===== src/rtl/exec_seq_ctrl_pkg.sv =====
// Shared definitions for the execute/memory/writeback sequencer: RV32I/RV64I opcode and
// funct3 encodings, sequencer states, trap cause codes and the branch condition helper.
package exec_seq_ctrl_pkg;

  localparam logic [6:0] OpLoad    = 7'b0000011;
  localparam logic [6:0] OpOpImm   = 7'b0010011;
  localparam logic [6:0] OpAuipc   = 7'b0010111;
  localparam logic [6:0] OpOpImm32 = 7'b0011011;
  localparam logic [6:0] OpStore   = 7'b0100011;
  localparam logic [6:0] OpOp      = 7'b0110011;
  localparam logic [6:0] OpLui     = 7'b0110111;
  localparam logic [6:0] OpOp32    = 7'b0111011;
  localparam logic [6:0] OpBranch  = 7'b1100011;
  localparam logic [6:0] OpJalr    = 7'b1100111;
  localparam logic [6:0] OpJal     = 7'b1101111;

  localparam logic [2:0] F3Beq  = 3'b000;
  localparam logic [2:0] F3Bne  = 3'b001;
  localparam logic [2:0] F3Blt  = 3'b100;
  localparam logic [2:0] F3Bge  = 3'b101;
  localparam logic [2:0] F3Bltu = 3'b110;
  localparam logic [2:0] F3Bgeu = 3'b111;

  localparam logic [2:0] F3Lb  = 3'b000;
  localparam logic [2:0] F3Lh  = 3'b001;
  localparam logic [2:0] F3Lw  = 3'b010;
  localparam logic [2:0] F3Ld  = 3'b011;
  localparam logic [2:0] F3Lbu = 3'b100;
  localparam logic [2:0] F3Lhu = 3'b101;
  localparam logic [2:0] F3Lwu = 3'b110;

  localparam logic [2:0] F3Sb = 3'b000;
  localparam logic [2:0] F3Sh = 3'b001;
  localparam logic [2:0] F3Sw = 3'b010;
  localparam logic [2:0] F3Sd = 3'b011;

  typedef enum logic [2:0] {
    StIdle, StExec, StAluWait, StMem, StWb, StTrap
  } state_e;

  typedef enum logic [1:0] {
    CauseIllegal    = 2'd0,
    CauseMisaligned = 2'd1,
    CauseTimeout    = 2'd2
  } trap_cause_e;

  function automatic logic branch_taken(input logic [2:0] f3, input logic eq,
                                        input logic lt, input logic ltu);
    logic taken;
    taken = 1'b0;
    case (f3)
      F3Beq:   taken = eq;
      F3Bne:   taken = !eq;
      F3Blt:   taken = lt;
      F3Bge:   taken = !lt;
      F3Bltu:  taken = ltu;
      F3Bgeu:  taken = !ltu;
      default: taken = 1'b0;
    endcase
    return taken;
  endfunction

endpackage


===== src/rtl/exec_seq_ctrl_if.sv =====
// Bundle of every sequencer-facing signal except clock and reset: instruction issue,
// ALU handshake, data memory, register writeback, PC redirect and retire/trap.
//   master: the sequencer (drives issue_ready, alu_start, mem_*, rd_*, redirect, done/trap)
//   slave : the surrounding core/memory model (drives issue fields, ALU and memory replies)
interface exec_seq_ctrl_if #(
  parameter int unsigned XLEN = 32
);
  logic              issue_valid;
  logic              issue_ready;
  logic [6:0]        opcode;
  logic [2:0]        funct3;
  logic [4:0]        rd_addr;
  logic [XLEN-1:0]   rs1_val;
  logic [XLEN-1:0]   rs2_val;
  logic [XLEN-1:0]   imm;
  logic [XLEN-1:0]   pc_val;
  logic              alu_start;
  logic              alu_done;
  logic [XLEN-1:0]   alu_result;
  logic              mem_req;
  logic              mem_we;
  logic [XLEN-1:0]   mem_addr;
  logic [XLEN-1:0]   mem_wdata;
  logic [XLEN/8-1:0] mem_wstrb;
  logic [XLEN-1:0]   mem_rdata;
  logic              mem_ready;
  logic              rd_we;
  logic [4:0]        rd_waddr;
  logic [XLEN-1:0]   rd_wdata;
  logic              j_signal;
  logic [XLEN-1:0]   jump_target;
  logic              done;
  logic              trap;
  logic [1:0]        trap_cause;

  modport master (
    input  issue_valid, opcode, funct3, rd_addr, rs1_val, rs2_val, imm, pc_val,
           alu_done, alu_result, mem_rdata, mem_ready,
    output issue_ready, alu_start, mem_req, mem_we, mem_addr, mem_wdata, mem_wstrb,
           rd_we, rd_waddr, rd_wdata, j_signal, jump_target, done, trap, trap_cause
  );

  modport slave (
    output issue_valid, opcode, funct3, rd_addr, rs1_val, rs2_val, imm, pc_val,
           alu_done, alu_result, mem_rdata, mem_ready,
    input  issue_ready, alu_start, mem_req, mem_we, mem_addr, mem_wdata, mem_wstrb,
           rd_we, rd_waddr, rd_wdata, j_signal, jump_target, done, trap, trap_cause
  );
endinterface


===== src/rtl/exec_seq_ctrl_lsu_align.sv =====
// Combinational load/store lane alignment.
//   funct3     : load/store size/sign encoding
//   offset     : byte offset of the access within the XLEN-wide word
//   store_data : rs2 value; replicated into every lane as wdata, with wstrb selecting lanes
//   load_raw   : memory read word; load_data is the selected lane, sign/zero-extended
module exec_seq_ctrl_lsu_align
  import exec_seq_ctrl_pkg::*;
#(
  parameter int unsigned XLEN = 32
) (
  input  logic [2:0]               funct3,
  input  logic [$clog2(XLEN/8)-1:0] offset,
  input  logic [XLEN-1:0]          store_data,
  input  logic [XLEN-1:0]          load_raw,
  output logic [XLEN-1:0]          wdata,
  output logic [XLEN/8-1:0]        wstrb,
  output logic [XLEN-1:0]          load_data
);
  localparam int unsigned NB = XLEN / 8;

  logic [XLEN-1:0] shifted;

  always_comb begin
    wdata = '0;
    wstrb = '0;
    unique case (funct3[1:0])
      2'b00: begin
        wdata = {NB{store_data[7:0]}};
        wstrb = NB'(1) << offset;
      end
      2'b01: begin
        wdata = {(NB/2){store_data[15:0]}};
        wstrb = NB'(3) << offset;
      end
      2'b10: begin
        wdata = {(NB/4){store_data[31:0]}};
        wstrb = NB'(15) << offset;
      end
      default: begin
        wdata = store_data;
        wstrb = '1;
      end
    endcase
  end

  always_comb begin
    shifted   = load_raw >> {offset, 3'b000};
    load_data = shifted;
    case (funct3)
      F3Lb:    load_data = XLEN'($signed(shifted[7:0]));
      F3Lh:    load_data = XLEN'($signed(shifted[15:0]));
      F3Lw:    load_data = XLEN'($signed(shifted[31:0]));
      F3Lbu:   load_data = XLEN'(shifted[7:0]);
      F3Lhu:   load_data = XLEN'(shifted[15:0]);
      F3Lwu:   load_data = XLEN'(shifted[31:0]);
      default: load_data = shifted;
    endcase
  end
endmodule


===== src/rtl/exec_seq_ctrl.sv =====
// Multi-cycle execute/memory/writeback sequencer. Latches one issued instruction, drives
// the ALU or data memory as needed, then retires it (done) or traps.
//   clk, rst : clock; asynchronous active-high reset
//   bus      : exec_seq_ctrl_if master port (issue, ALU, memory, writeback, redirect)
module exec_seq_ctrl
  import exec_seq_ctrl_pkg::*;
#(
  parameter int unsigned XLEN        = 32,
  parameter int unsigned MEM_TIMEOUT = 255
) (
  input logic            clk,
  input logic            rst,
  exec_seq_ctrl_if.master bus
);
  localparam int unsigned OffW    = $clog2(XLEN / 8);
  localparam int unsigned CntW    = (MEM_TIMEOUT > 1) ? $clog2(MEM_TIMEOUT) : 1;
  localparam logic [CntW-1:0] CntLast = CntW'((MEM_TIMEOUT == 0) ? 0 : MEM_TIMEOUT - 1);

  state_e            state_q, state_d;
  logic [6:0]        opcode_q;
  logic [2:0]        funct3_q;
  logic [4:0]        rd_q;
  logic [XLEN-1:0]   rs1_q, rs2_q, imm_q, pc_q;
  logic [XLEN-1:0]   wdata_q, target_q, addr_q;
  logic              jump_q;
  trap_cause_e       cause_q;
  logic [CntW-1:0]   cnt_q;

  logic              hs, legal, is_alu, is_mem, is_store, writes_rd, misaligned, timeout;
  logic              exec_jump;
  logic [XLEN-1:0]   sum_addr, exec_wdata, exec_target, pc_plus4;
  logic [XLEN-1:0]   lsu_wdata, lsu_load;
  logic [XLEN/8-1:0] lsu_wstrb;

  assign hs       = bus.issue_valid && (state_q == StIdle);
  assign sum_addr = rs1_q + imm_q;
  assign pc_plus4 = pc_q + XLEN'(4);
  assign timeout  = (MEM_TIMEOUT != 0) && (cnt_q == CntLast);

  // Decode of the latched instruction.
  always_comb begin
    legal     = 1'b0;
    is_alu    = 1'b0;
    is_mem    = 1'b0;
    is_store  = 1'b0;
    writes_rd = 1'b0;
    case (opcode_q)
      OpOp, OpOpImm: begin
        legal = 1'b1; is_alu = 1'b1; writes_rd = 1'b1;
      end
      OpOp32, OpOpImm32: begin
        legal = (XLEN == 64); is_alu = 1'b1; writes_rd = 1'b1;
      end
      OpLui, OpAuipc, OpJal: begin
        legal = 1'b1; writes_rd = 1'b1;
      end
      OpJalr: begin
        legal = (funct3_q == 3'b000); writes_rd = 1'b1;
      end
      OpBranch: legal = (funct3_q[2:1] != 2'b01);
      OpLoad: begin
        is_mem = 1'b1; writes_rd = 1'b1;
        legal  = (funct3_q inside {F3Lb, F3Lh, F3Lw, F3Lbu, F3Lhu}) ||
                 ((XLEN == 64) && (funct3_q inside {F3Ld, F3Lwu}));
      end
      OpStore: begin
        is_mem = 1'b1; is_store = 1'b1;
        legal  = (funct3_q inside {F3Sb, F3Sh, F3Sw}) || ((XLEN == 64) && (funct3_q == F3Sd));
      end
      default: ;
    endcase
  end

  // Non-ALU results and redirect decision, captured at the end of EXEC.
  always_comb begin
    exec_wdata  = '0;
    exec_target = pc_q + imm_q;
    exec_jump   = 1'b0;
    case (opcode_q)
      OpLui:   exec_wdata = imm_q;
      OpAuipc: exec_wdata = pc_q + imm_q;
      OpJal: begin
        exec_wdata = pc_plus4; exec_jump = 1'b1;
      end
      OpJalr: begin
        exec_wdata  = pc_plus4; exec_jump = 1'b1;
        exec_target = {sum_addr[XLEN-1:1], 1'b0};
      end
      OpBranch: exec_jump = branch_taken(funct3_q, rs1_q == rs2_q,
                                         $signed(rs1_q) < $signed(rs2_q), rs1_q < rs2_q);
      default: ;
    endcase
  end

  always_comb begin
    unique case (funct3_q[1:0])
      2'b01:   misaligned = sum_addr[0];
      2'b10:   misaligned = |sum_addr[1:0];
      2'b11:   misaligned = |sum_addr[2:0];
      default: misaligned = 1'b0;
    endcase
  end

  always_comb begin
    state_d = state_q;
    case (state_q)
      StIdle: if (hs) state_d = StExec;
      StExec: begin
        if (!legal)                    state_d = StTrap;
        else if (is_alu)               state_d = StAluWait;
        else if (is_mem && misaligned) state_d = StTrap;
        else if (is_mem)               state_d = StMem;
        else                           state_d = StWb;
      end
      StAluWait: if (bus.alu_done) state_d = StWb;
      StMem: begin
        if (bus.mem_ready)  state_d = StWb;
        else if (timeout)   state_d = StTrap;
      end
      StWb, StTrap: state_d = StIdle;
      default: state_d = StIdle;
    endcase
  end

  always_ff @(posedge clk or posedge rst) begin
    if (rst) begin
      state_q  <= StIdle;
      opcode_q <= '0;
      funct3_q <= '0;
      rd_q     <= '0;
      rs1_q    <= '0;
      rs2_q    <= '0;
      imm_q    <= '0;
      pc_q     <= '0;
      wdata_q  <= '0;
      target_q <= '0;
      addr_q   <= '0;
      jump_q   <= 1'b0;
      cause_q  <= CauseIllegal;
      cnt_q    <= '0;
    end else begin
      state_q <= state_d;
      if (hs) begin
        opcode_q <= bus.opcode;
        funct3_q <= bus.funct3;
        rd_q     <= bus.rd_addr;
        rs1_q    <= bus.rs1_val;
        rs2_q    <= bus.rs2_val;
        imm_q    <= bus.imm;
        pc_q     <= bus.pc_val;
      end
      if (state_q == StExec) begin
        wdata_q  <= exec_wdata;
        target_q <= exec_target;
        jump_q   <= exec_jump;
        addr_q   <= sum_addr;
        cause_q  <= legal ? CauseMisaligned : CauseIllegal;
        cnt_q    <= '0;
      end
      if (state_q == StAluWait && bus.alu_done) wdata_q <= bus.alu_result;
      if (state_q == StMem) begin
        cause_q <= CauseTimeout;
        if (bus.mem_ready) wdata_q <= lsu_load;
        else               cnt_q   <= cnt_q + 1'b1;
      end
    end
  end

  exec_seq_ctrl_lsu_align #(
    .XLEN (XLEN)
  ) u_lsu_align (
    .funct3     (funct3_q),
    .offset     (addr_q[OffW-1:0]),
    .store_data (rs2_q),
    .load_raw   (bus.mem_rdata),
    .wdata      (lsu_wdata),
    .wstrb      (lsu_wstrb),
    .load_data  (lsu_load)
  );

  // Outputs decode purely from state so an asynchronous reset silences them at once.
  always_comb begin
    bus.issue_ready = (state_q == StIdle);
    bus.alu_start   = (state_q == StExec) && legal && is_alu;
    bus.mem_req     = (state_q == StMem);
    bus.mem_we      = bus.mem_req && is_store;
    bus.mem_addr    = bus.mem_req ? addr_q : '0;
    bus.mem_wdata   = bus.mem_we ? lsu_wdata : '0;
    bus.mem_wstrb   = bus.mem_we ? lsu_wstrb : '0;
    bus.rd_we       = (state_q == StWb) && writes_rd && (rd_q != 5'd0);
    bus.rd_waddr    = bus.rd_we ? rd_q : '0;
    bus.rd_wdata    = bus.rd_we ? wdata_q : '0;
    bus.j_signal    = (state_q == StWb) && jump_q;
    bus.jump_target = bus.j_signal ? target_q : '0;
    bus.done        = (state_q == StWb);
    bus.trap        = (state_q == StTrap);
    bus.trap_cause  = bus.trap ? cause_q : 2'd0;
  end
endmodule


===== src/flat_wrapper.sv =====
// flat-port wrapper written by rule: the top's interface ports become plain ports
module exec_seq_ctrl_flat import exec_seq_ctrl_pkg::*;
#(
  parameter int unsigned XLEN        = 32,
  parameter int unsigned MEM_TIMEOUT = 255
)
  (clk, rst, bus_issue_valid, bus_opcode, bus_funct3, bus_rd_addr, bus_rs1_val, bus_rs2_val, bus_imm, bus_pc_val, bus_alu_done, bus_alu_result, bus_mem_rdata, bus_mem_ready, bus_issue_ready, bus_alu_start, bus_mem_req, bus_mem_we, bus_mem_addr, bus_mem_wdata, bus_mem_wstrb, bus_rd_we, bus_rd_waddr, bus_rd_wdata, bus_j_signal, bus_jump_target, bus_done, bus_trap, bus_trap_cause);
  exec_seq_ctrl_if #(.XLEN(XLEN)) bus_i ();
  input logic clk;
  input logic rst;
  input wire logic [$bits(bus_i.issue_valid)-1:0] bus_issue_valid;
  input wire logic [$bits(bus_i.opcode)-1:0] bus_opcode;
  input wire logic [$bits(bus_i.funct3)-1:0] bus_funct3;
  input wire logic [$bits(bus_i.rd_addr)-1:0] bus_rd_addr;
  input wire logic [$bits(bus_i.rs1_val)-1:0] bus_rs1_val;
  input wire logic [$bits(bus_i.rs2_val)-1:0] bus_rs2_val;
  input wire logic [$bits(bus_i.imm)-1:0] bus_imm;
  input wire logic [$bits(bus_i.pc_val)-1:0] bus_pc_val;
  input wire logic [$bits(bus_i.alu_done)-1:0] bus_alu_done;
  input wire logic [$bits(bus_i.alu_result)-1:0] bus_alu_result;
  input wire logic [$bits(bus_i.mem_rdata)-1:0] bus_mem_rdata;
  input wire logic [$bits(bus_i.mem_ready)-1:0] bus_mem_ready;
  output wire logic [$bits(bus_i.issue_ready)-1:0] bus_issue_ready;
  output wire logic [$bits(bus_i.alu_start)-1:0] bus_alu_start;
  output wire logic [$bits(bus_i.mem_req)-1:0] bus_mem_req;
  output wire logic [$bits(bus_i.mem_we)-1:0] bus_mem_we;
  output wire logic [$bits(bus_i.mem_addr)-1:0] bus_mem_addr;
  output wire logic [$bits(bus_i.mem_wdata)-1:0] bus_mem_wdata;
  output wire logic [$bits(bus_i.mem_wstrb)-1:0] bus_mem_wstrb;
  output wire logic [$bits(bus_i.rd_we)-1:0] bus_rd_we;
  output wire logic [$bits(bus_i.rd_waddr)-1:0] bus_rd_waddr;
  output wire logic [$bits(bus_i.rd_wdata)-1:0] bus_rd_wdata;
  output wire logic [$bits(bus_i.j_signal)-1:0] bus_j_signal;
  output wire logic [$bits(bus_i.jump_target)-1:0] bus_jump_target;
  output wire logic [$bits(bus_i.done)-1:0] bus_done;
  output wire logic [$bits(bus_i.trap)-1:0] bus_trap;
  output wire logic [$bits(bus_i.trap_cause)-1:0] bus_trap_cause;
  assign bus_i.issue_valid = bus_issue_valid;
  assign bus_i.opcode = bus_opcode;
  assign bus_i.funct3 = bus_funct3;
  assign bus_i.rd_addr = bus_rd_addr;
  assign bus_i.rs1_val = bus_rs1_val;
  assign bus_i.rs2_val = bus_rs2_val;
  assign bus_i.imm = bus_imm;
  assign bus_i.pc_val = bus_pc_val;
  assign bus_i.alu_done = bus_alu_done;
  assign bus_i.alu_result = bus_alu_result;
  assign bus_i.mem_rdata = bus_mem_rdata;
  assign bus_i.mem_ready = bus_mem_ready;
  assign bus_issue_ready = bus_i.issue_ready;
  assign bus_alu_start = bus_i.alu_start;
  assign bus_mem_req = bus_i.mem_req;
  assign bus_mem_we = bus_i.mem_we;
  assign bus_mem_addr = bus_i.mem_addr;
  assign bus_mem_wdata = bus_i.mem_wdata;
  assign bus_mem_wstrb = bus_i.mem_wstrb;
  assign bus_rd_we = bus_i.rd_we;
  assign bus_rd_waddr = bus_i.rd_waddr;
  assign bus_rd_wdata = bus_i.rd_wdata;
  assign bus_j_signal = bus_i.j_signal;
  assign bus_jump_target = bus_i.jump_target;
  assign bus_done = bus_i.done;
  assign bus_trap = bus_i.trap;
  assign bus_trap_cause = bus_i.trap_cause;
  exec_seq_ctrl #(.XLEN(XLEN), .MEM_TIMEOUT(MEM_TIMEOUT)) u_core (.clk(clk), .rst(rst), .bus(bus_i));
endmodule

===== config.mk =====
export PLATFORM = sky130hd
export DESIGN_NAME = exec_seq_ctrl_flat
export DESIGN_NICKNAME = d
export VERILOG_FILES = /design/src/rtl/exec_seq_ctrl_pkg.sv /design/src/rtl/exec_seq_ctrl_if.sv /design/src/rtl/exec_seq_ctrl_lsu_align.sv /design/src/rtl/exec_seq_ctrl.sv /design/src/flat_wrapper.sv
export SDC_FILE = /design/constraint.sdc
export NUM_CORES = 1
export LEC_CHECK = 0
export BUFFER_PORTS_ARGS = -buffer_cell sky130_fd_sc_hd__buf_4
export CORE_ASPECT_RATIO = 0.6
export CORE_UTILIZATION = 52
export CTS_BUF_LIST = sky130_fd_sc_hd__clkbuf_4 sky130_fd_sc_hd__clkbuf_8
export DETAILED_ROUTE_END_ITERATION = 12
export PLACE_DENSITY_LB_ADDON = 0.08
export SLEW_MARGIN = 20
export SYNTH_ARGS = -nofsm -noshare
export SYNTH_HDL_FRONTEND = slang
export SYNTH_SLANG_ARGS = --single-unit

===== constraint.sdc =====
create_clock -name clk -period 8.7 [get_ports clk]
set_input_delay 1.74 -clock clk [delete_from_list [all_inputs] [get_ports clk]]
set_output_delay 1.74 -clock clk [all_outputs]
set_load 0.02 [all_outputs]

==> qor.txt <==
Clock root buffer: clkbuf_8
Mapped Cells: 1960
Sequential fraction of the synthesis area: 0.365
Most common cell in the synthesized netlist: dfrtp_1
Die H: 143 um
Design Area, Final: 21100 sq um
CTS tree: yes
WS Path Type: flip-flop to output port
Placed Area: 20200 sq um
Synth area leader: dfrtp_1
Worst-Skew Late Latency: 0.59 ns
Commonest cells in the netlist: dfrtp_1, nand2_1, a21oi_1, o21ai_0, mux2_2
Post-layout net count: 2578
HP Class: flip-flop to flip-flop
Largest net degree at the start of global routing: 126
Non-Filler Instances: 2743
H-tree levels: 2
Via Count: 16900
Clock period minus worst slack: 5.04 ns
Initial Util: 0.532
Vias in the first global route: 15600
Slew margin rel.: 0.213
Number of flops mapped to enable cells by yosys: 0
Top cells by area, synth: dfrtp_1, mux2_2, ha_1
DRT Wirelength: 65.9 mm
1st-iter DRT viols: 2165
Power per cell area: 458 nW/um^2
Leakage: 9.99 nW
#FFs+latches synth: 253
Final core utilization: 0.648
First-pass GRT wire length: 96.8 mm
Syn_nets: 2276
Area delta synth->final: 21.9%
RSZ-0062 raised after global routing: false
Worst EP arrival: 3.30 ns
Cell variety after synth: 82
Initial antenna violation count: 2
Syn avg cell area: 8.84 sq um
Worst-path clk slew: 0.07 ns
Fraction of registers with async set/reset: 1.00
Peak fanout along the critical path: 16
I/O Pins: 359
Total power: 9.68 mW
Gpl congestion: 0.994
Clock buffer depth: 3
Global Route Usage Sum: 0.383
Port Buffer Count: 358
Die Wd: 238 um
Worst vdd ir: 171 uV
Rows: 51
Detailed-route DRC error count: 0
Top FF cell, synth: dfrtp_1
Critical Path End Type: output port
Die area: 34100 sq um
Worst Path Required: 6.96 ns
DR pass1 iterations: 6
Endpoints failing setup: 0
DR vias/cell: 6.16
Synth top area share: 0.365
Post-route ant nets: 0
DP Cell Count: 2669
Hold_buf cts: 0
Fin. Hold Viols: 0
Measured slew at the worst slew-check pin: 1.18 ns
Post-CTS Setup Bufs: 0
Share of layout cells above drive strength 1: 0.262
Mapped Area: 17300 sq um
Clk_skew: 0.0313 ns
Synthesis warning total: 0
Setup TNS: 0 ns
Post-cts resize count: 0
Core footprint: 32600 sq um
Status: finished clean
CTS Sinks: 253
Max Fclk: 0.198 GHz
Final Max Tran Viols: 0
Part of the cycle the worst path needs: 0.580
GRT overflow: 0
CTS buffer count: 41
Routed wire length per instance: 24.0 um
DP Wirelength: 51.4 mm
Crit path launch type: flip-flop
MaxCap Viol Count: 0
## path summary, 6_finish.rpt
kind | slack [ns] | cells after the start | start | endpoint
max in group asynchronous | 5.84 | 3 | rst | u_core.rs2_q[30]$_DFFE_PP0P_
worst min-delay path | 0.47 | 2 | u_core.addr_q[2]$_DFFE_PP0P_ | u_core.addr_q[2]$_DFFE_PP0P_
worst max register to register | 4.77 | 11 | u_core.pc_q[0]$_DFFE_PP0P_ | u_core.wdata_q[30]$_DFF_PP0_
worst min register to register | 0.47 | 2 | u_core.addr_q[2]$_DFFE_PP0P_ | u_core.addr_q[2]$_DFFE_PP0P_
min in group asynchronous | 1.31 | 2 | rst | u_core.rs2_q[8]$_DFFE_PP0P_
worst max-delay path | 3.66 | 9 | u_core.funct3_q[1]$_DFFE_PP0P_ | bus_alu_start
## placed cells by master, fill, tap and decap left out, types with 6 or more instances in the layout
cell type and count:
buf_4 373, dfrtp_1 253, nand2_1 239, a21oi_1 154
o21ai_0 146, mux2_2 126, nor2_1 115, ha_1 102
and2_1 78, inv_1 65, clkbuf_8 52, and3_1 51
a21o_1 47, xnor2_1 47, xor2_1 37, nand3_1 36
nor3_1 33, nand4_1 27, a221oi_1 24, mux2i_1 22
a211oi_1 21, a31oi_1 20, o211ai_1 16, o21a_1 14
o22ai_1 12, nand2b_1 11, o21bai_1 9, o31ai_1 9
nor4_1 9, o21ai_1 8, nor2b_1 8, or3_1 8
clkbuf_4 8, clkinv_2 7, a21boi_0 6
## registers in the layout (all words and copies together), names as in the netlist
| name | cells |
|---|---|
| u_core.funct3_q | 3 |
| u_core.cause_q | 2 |
| u_core.cnt_q | 8 |
| u_core.rs2_q | 32 |
| u_core.opcode_q | 7 |
| u_core.pc_q | 32 |
| u_core.rd_q | 5 |
| u_core.imm_q | 32 |
| u_core.addr_q | 32 |
| u_core.rs1_q | 32 |
| u_core.target_q | 32 |
| u_core.state_q | 3 |
| u_core.jump_q | 1 |
| u_core.wdata_q | 32 |
## through the flow
step | hold slack (ns) | worst slack (ns)
finish | 0.470 | 3.66
floorplan | 0.437 | 0.00331
global placement | 0.453 | 4.41
CTS | 0.472 | 3.75
global route | 0.494 | 3.56
detailed placement | 0.455 | 4.38
## worst max-delay path, cell delays in order, from the launching register on
cell and delay (ns):
dfrtp_1 0.40, inv_1 0.14, ha_1 0.70, or2_2 0.44, nor2_1 0.07, o22ai_1 0.14, nand2_1 0.09, nand4_1 0.32
and3_1 0.27, buf_4 0.16
## final cells by class
| cell class | count | area [sq um] |
|---|---|---|
| diodes | 3 | 7.51 |
| clock buffers | 60 | 776 |
| clock inverters | 11 | 134 |
| fillers | 2766 | 11500 |
| inverters | 67 | 259 |
| multi-input cells | 1526 | 10300 |
| flip-flops and latches | 253 | 6330 |
| well taps | 450 | 563 |
| repair buffers | 373 | 2800 |
## power by group
part	switching [mW]	leakage, nW	internal, mW	total (mW)
Combinational	3.73	6.42	2.21	5.94
Sequential	0.820	3.09	1.73	2.55
Clock	0.529	0.485	0.662	1.19
Total	5.08	9.99	4.60	9.68
## per-layer routing
metal	track usage	vias up	share of wire
li1	-	7647	-
met1	0.579	8207	0.45
met2	0.514	963	0.39
met3	0.132	85	0.14
met4	0.0862	0	0.018
met5	0	-	0
## cell families after synthesis
family,count (synthesis),synth area share
flip-flops,253,0.365
XOR/XNOR,84,0.0424
AO/OA/AOI/OAI,543,0.197
multiplexers,148,0.0946
AND/OR/NAND/NOR,647,0.180
adder cells (fa/ha/maj),104,0.0759
buffers and inverters,181,0.0443
No activity file was read; power rests on OpenSTA's default activity.
